`config.mk`:
```
export PLATFORM = sky130hd
export DESIGN_NAME = regfile_wb_sched
export DESIGN_NICKNAME = d
export VERILOG_FILES = /design/src/rtl/regfile_wb_sched.sv
export SDC_FILE = /design/constraint.sdc
export NUM_CORES = 1
export LEC_CHECK = 0
export CORE_ASPECT_RATIO = 0.8
export CORE_MARGIN = 3
export CORE_UTILIZATION = 51
export DETAILED_ROUTE_END_ITERATION = 8
export HOLD_SLACK_MARGIN = 0.03
export PLACE_DENSITY = 0.86
export SYNTH_ARGS = -nofsm -noshare
export SYNTH_HDL_FRONTEND = slang
export SYNTH_SLANG_ARGS = --single-unit
```
`constraint.sdc`:
```
create_clock -name clk -period 5.5 [get_ports clk]
set_input_delay 0.825 -clock clk [delete_from_list [all_inputs] [get_ports clk]]
set_output_delay 0.825 -clock clk [all_outputs]
set_load 0.005 [all_outputs]
```
`src/rtl/regfile_wb_sched.sv`:
```
// Write-port scheduler and scoreboard for a 2R/1W register file (r0 hardwired 0).
// Shares the single write port between the WB stage and a long-latency unit (LU)
// through a one-entry hold buffer with starvation protection, and tracks registers
// with pending LU results so ID can be stalled on RAW/WAW hazards.
module regfile_wb_sched #(
  parameter int unsigned MAX_LONG   = 4,  // max outstanding LU ops (1..15)
  parameter int unsigned STARVE_MAX = 3   // WB wins tolerated before forcing the buffer
) (
  input  logic        clk,
  input  logic        clrn,
  // ID stage
  input  logic        id_valid_i,
  input  logic [4:0]  id_rs_i,
  input  logic        id_use_rs_i,
  input  logic [4:0]  id_rt_i,
  input  logic        id_use_rt_i,
  input  logic        id_wr_i,
  input  logic [4:0]  id_wn_i,
  input  logic        id_long_i,
  output logic        id_stall_o,
  // WB stage
  input  logic        wb_we_i,
  input  logic [4:0]  wb_wn_i,
  input  logic [31:0] wb_d_i,
  output logic        pipe_hold_o,
  // Long-latency unit
  input  logic        lu_valid_i,
  input  logic [4:0]  lu_wn_i,
  input  logic [31:0] lu_d_i,
  output logic        lu_ready_o,
  // Register file write port
  output logic        rf_we_o,
  output logic [4:0]  rf_wn_o,
  output logic [31:0] rf_d_o
);

  localparam int unsigned CW = $clog2(MAX_LONG + 1);
  localparam int unsigned SW = $clog2(STARVE_MAX + 1);

  localparam logic [CW-1:0] CNT_MAX    = CW'(MAX_LONG);
  localparam logic [SW-1:0] STARVE_LIM = SW'(STARVE_MAX - 1);

  typedef enum logic [1:0] {
    S_IDLE  = 2'd0,  // buffer empty
    S_PEND  = 2'd1,  // buffer holds a result, competing with WB
    S_FORCE = 2'd2   // buffer starved too long, WB frozen for one cycle
  } state_e;

  state_e         state_q, state_d;
  logic [31:0]    busy_q, busy_d;
  logic [CW-1:0]  cnt_q, cnt_d;
  logic [SW-1:0]  starve_q, starve_d;
  logic [4:0]     buf_wn_q;
  logic [31:0]    buf_d_q;

  logic wb_live;
  logic capture;
  logic commit;
  logic issue;
  logic hazard;

  // WB only really writes when it targets a non-zero register.
  assign wb_live = wb_we_i & (wb_wn_i != 5'd0);

  // Buffer accepts a new LU result only when empty and out of reset.
  assign lu_ready_o = (state_q == S_IDLE) & clrn;

  // Results for r0 are handshaken but never stored.
  assign capture = lu_valid_i & lu_ready_o & (lu_wn_i != 5'd0);

  // Buffer FSM: decides when the buffered result takes the write port.
  always_comb begin
    // NOTE: every output of a combinational block gets a default first so no
    // path through the case leaves it unassigned, which would infer a latch.
    state_d     = state_q;
    starve_d    = starve_q;
    commit      = 1'b0;
    pipe_hold_o = 1'b0;
    unique case (state_q)
      S_IDLE: begin
        if (capture) state_d = S_PEND;
      end
      S_PEND: begin
        if (!wb_live) begin
          commit   = 1'b1;
          state_d  = S_IDLE;
          starve_d = '0;
        end else begin
          starve_d = starve_q + 1'b1;
          if (starve_q == STARVE_LIM) state_d = S_FORCE;
        end
      end
      S_FORCE: begin
        pipe_hold_o = 1'b1;
        commit      = 1'b1;
        state_d     = S_IDLE;
        starve_d    = '0;
      end
      default: begin
        state_d  = S_IDLE;
        starve_d = '0;
      end
    endcase
  end

  // Write-port mux: a committing buffer owns the port, otherwise WB passes through.
  always_comb begin
    rf_we_o = 1'b0;
    rf_wn_o = wb_wn_i;
    rf_d_o  = wb_d_i;
    if (commit) begin
      rf_we_o = 1'b1;
      rf_wn_o = buf_wn_q;
      rf_d_o  = buf_d_q;
    end else begin
      rf_we_o = wb_live & clrn;
    end
  end

  // Hazard detection against registered busy bits (r0 never busy).
  always_comb begin
    hazard = (id_use_rs_i & busy_q[id_rs_i])
           | (id_use_rt_i & busy_q[id_rt_i])
           | (id_wr_i & busy_q[id_wn_i])
           | (id_wr_i & id_long_i & (cnt_q == CNT_MAX))
           | pipe_hold_o;
    id_stall_o = id_valid_i & hazard & clrn;
  end

  assign issue = id_valid_i & ~id_stall_o & id_wr_i & id_long_i & (id_wn_i != 5'd0);

  // Scoreboard next state: commit frees its register, issue marks a new one.
  always_comb begin
    busy_d = busy_q;
    if (commit) busy_d[buf_wn_q] = 1'b0;
    if (issue)  busy_d[id_wn_i]  = 1'b1;
    busy_d[0] = 1'b0;

    cnt_d = cnt_q;
    if (issue && !commit) begin
      cnt_d = cnt_q + 1'b1;
    end else if (commit && !issue && (cnt_q != '0)) begin
      cnt_d = cnt_q - 1'b1;
    end
  end

  // Control state: FSM, starvation counter, scoreboard and outstanding count.
  always_ff @(posedge clk or negedge clrn) begin
    if (!clrn) begin
      state_q  <= S_IDLE;
      starve_q <= '0;
      busy_q   <= '0;
      cnt_q    <= '0;
      buf_wn_q <= 5'd0;
    end else begin
      // NOTE: sequential state uses non-blocking assignments so every register
      // samples the values from before this edge, independent of statement order.
      state_q  <= state_d;
      starve_q <= starve_d;
      busy_q   <= busy_d;
      cnt_q    <= cnt_d;
      if (capture) buf_wn_q <= lu_wn_i;
    end
  end

  // Buffer payload register, loaded on capture.
  always_ff @(posedge clk) begin
    // NOTE: the data payload has no reset; it is only observed while the FSM
    // says the buffer is full, and reset forces the FSM to empty.
    if (capture) buf_d_q <= lu_d_i;
  end

  // Protocol checks: no commit without an outstanding op, count stays bounded.
  a_commit_outstanding: assert property (
    @(posedge clk) disable iff (!clrn) !(commit && (cnt_q == '0)));
  a_cnt_bound: assert property (
    @(posedge clk) disable iff (!clrn) cnt_q <= CNT_MAX);
  a_no_r0_busy: assert property (
    @(posedge clk) disable iff (!clrn) busy_q[0] == 1'b0);

endmodule

```
==> results.json <==
{
  "outcome": "completed",
  "syn-instance-count": 446,
  "post-cts-setup-buffer-count": 0,
  "hold_buffers": 0,
  "reg2reg_slack_ns": 2.22,
  "timing.rr.start": "busy_q[2]",
  "antenna_found_initial": 0,
  "synth_edf_count": 32,
  "hpwlAfterDp_um": 9825,
  "num-fill-cells": 627,
  "ys.flop_type": "dfrtp_1",
  "synth_top_area_share_pct": 23.83,
  "hold_path.class": "input port to async pin",
  "reg2reg_to": "busy_q[17]",
  "tns_ns": 0,
  "multiInputGateArea_mm2": 0.002295,
  "reg2reg_depth": 8,
  "power.leakage_nw": 2.486,
  "place.gp.congestion": 0.9885,
  "core_area_mm2": 0.008558,
  "synth_top_cell_by_area": "dfrtp_1",
  "final_common_cell": "clkdlybuf4s50_1",
  "grt_max_degree": 51,
  "globalRouteTotalUtil_pct": 26.99,
  "drt_iter0_drc": 272,
  "fmax_ghz": 0.2237,
  "ios": 139,
  "final_cell_mix": "clkdlybuf4s50_1, nand2_1, dfrtp_1, o21ai_0, edfxtp_1",
  "syn-num-nets": 549,
  "fin_crit_ns": 4.470,
  "grt_overflow": 0,
  "p_total_mw": 1.897,
  "skew_ns": 0.008334,
  "dieArea_mm2": 0.01003,
  "hold-worst-slack_ns": 0.3773,
  "antenna_left": 0,
  "setup-violations-final": 0,
  "via_per_inst": 6.010,
  "rsz0062_at_grt": "no",
  "ys_types": 54,
  "wire_per_inst_um": 19.24,
  "portBuffers": 138,
  "route.vias.total": 4129,
  "crit_start": "id_wn_i[1]",
  "critPathCaptureType": "output pin",
  "hold_viol_final": 0,
  "die_x_um": 111.2,
  "clk_path_buf_depth": 2,
  "diodes": 0,
  "worst_pin_slew_ns": 1.194,
  "post_cts_resized": 0,
  "maxCapViolations": 0,
  "wirelength_um": 13220,
  "final_max_slew_viol_count": 0,
  "h-tree-depth": 3,
  "relSlewSlack_pct": 20.31,
  "synth_warnings": 0,
  "powerDensity_mw_per_mm2": 311.4,
  "initial_utilization_pct": 52.76,
  "ys_seq_elements": 75,
  "fin_nets": 673,
  "numCtsBuffers": 9,
  "first_global_vias": 4216,
  "drive_gt1_share_pct": 10.43,
  "worstSkewPairLatency_ns": 0.35,
  "clk_root_buffer_cell": "clkbuf_8",
  "crit_required_ns": 4.68,
  "cts_num_sinks": 75,
  "syn_area_mm2": 0.004516,
  "path_class": "input port to output pin",
  "dr.pass1.iters": 5,
  "syn_to_final_growth_pct": 34.88,
  "worst_ep_arrival_time_ns": 3.64,
  "seq_area_mm2": 0.002037,
  "avgSynthCellArea_um2": 10.12,
  "grt_pass1_wl_um": 21640,
  "yosys-top-cells-area": "dfrtp_1, edfxtp_1, nand2_1",
  "startpoint_type": "input port",
  "cts_tree": "done",
  "ir_drop_v": 0.0002953,
  "drcViolationCount": 0,
  "die_h_um": 90.16,
  "path_max_fanout": 15,
  "post-route-period-util_pct": 81.27,
  "yosysSeqAreaShare_pct": 45.11,
  "num_rows": 30,
  "async_flop_share_pct": 57.33,
  "clk_pin_slew_worst_paths_ns": 0.08
}
==> layer usage <==
layer | vias up | track usage [%] | wire length, um
met4 | 0 | 6.079 | 216
met3 | 22 | 9.489 | 1392
met5 | - | 0 | 0
met1 | 1993 | 34.09 | 5251
li1 | 1887 | - | -
met2 | 227 | 45.03 | 6357
==> worst max path at each step <==
stage                     slack, ns         end
final                          1.03  id_stall_o
after global routing           0.85  rf_wn_o[4]
after CTS                      1.03  rf_wn_o[3]
after detailed placement       0.92    cnt_q[2]
after global placement         1.10    cnt_q[2]
after floorplan                1.99    cnt_q[2]
==> critical path, cell delays in order <==
cell             delay (ns)
clkdlybuf4s50_1        0.99
inv_2                  0.30
a211oi_1               0.30
nor4_1                 0.10
o2111a_1               0.26
o211ai_2               0.30
clkdlybuf4s50_1        0.58
==> logic make-up after synthesis <==
group	after synthesis	share of synthesized area, %
fa+ha+maj	5	1.552
buf+inv	36	4.184
compound gates	91	15.74
simple gates	201	20.25
flops	75	45.11
xor+xnor	1	0.1940
mux	37	12.97
==> cells in the mapped netlist (5+ instances only) <==
cell type and n:
nand3_1 7, clkbuf_1 17, mux2i_1 18, or3_1 5, mux4_2 17, inv_1 5, dfrtp_1 43, edfxtp_1 32
nand3b_1 10, o41ai_2 12, nand2_1 133, o21ai_0 33, buf_6 5, nor2_1 13, o31ai_1 18
==> cell type report <==
| cell class | instances | share of cell area, % |
|---|---|---|
| clock inverter | 5 | 0.4725 |
| multi-input combinational | 335 | 37.67 |
| timing repair buffer | 143 | 23.42 |
| inverter | 6 | 0.3698 |
| sequential | 75 | 33.44 |
| tap | 112 | 2.301 |
| clock buffer | 11 | 2.321 |
==> power by group <==
group | total, mW | internal, mW | switching, mW | leakage [nW]
registers | 0.836 | 0.696 | 0.140 | 0.861
clock network | 0.375 | 0.173 | 0.202 | 0.0828
logic | 0.686 | 0.366 | 0.319 | 1.54
total | 1.90 | 1.24 | 0.661 | 2.49
==> flip-flops by register name (all words and copies together), names as in the netlist <==
name,count
buf_d_q,32
cnt_q,3
starve_q,2
state_q,2
buf_wn_q,5
busy_q,31
==> metrics by stage <==
stage	worst slack, ns	std cells	instance area (um2)	utilization, %
after floorplan	1.994	446	4516	-
after global placement	1.101	671	5921	69.18
after detailed placement	0.9209	671	5921	69.18
after CTS	1.025	687	6091	71.17
after global routing	0.8536	687	6091	71.17
final	1.030	687	6091	71.17
Power figures use the tool's default switching activity.
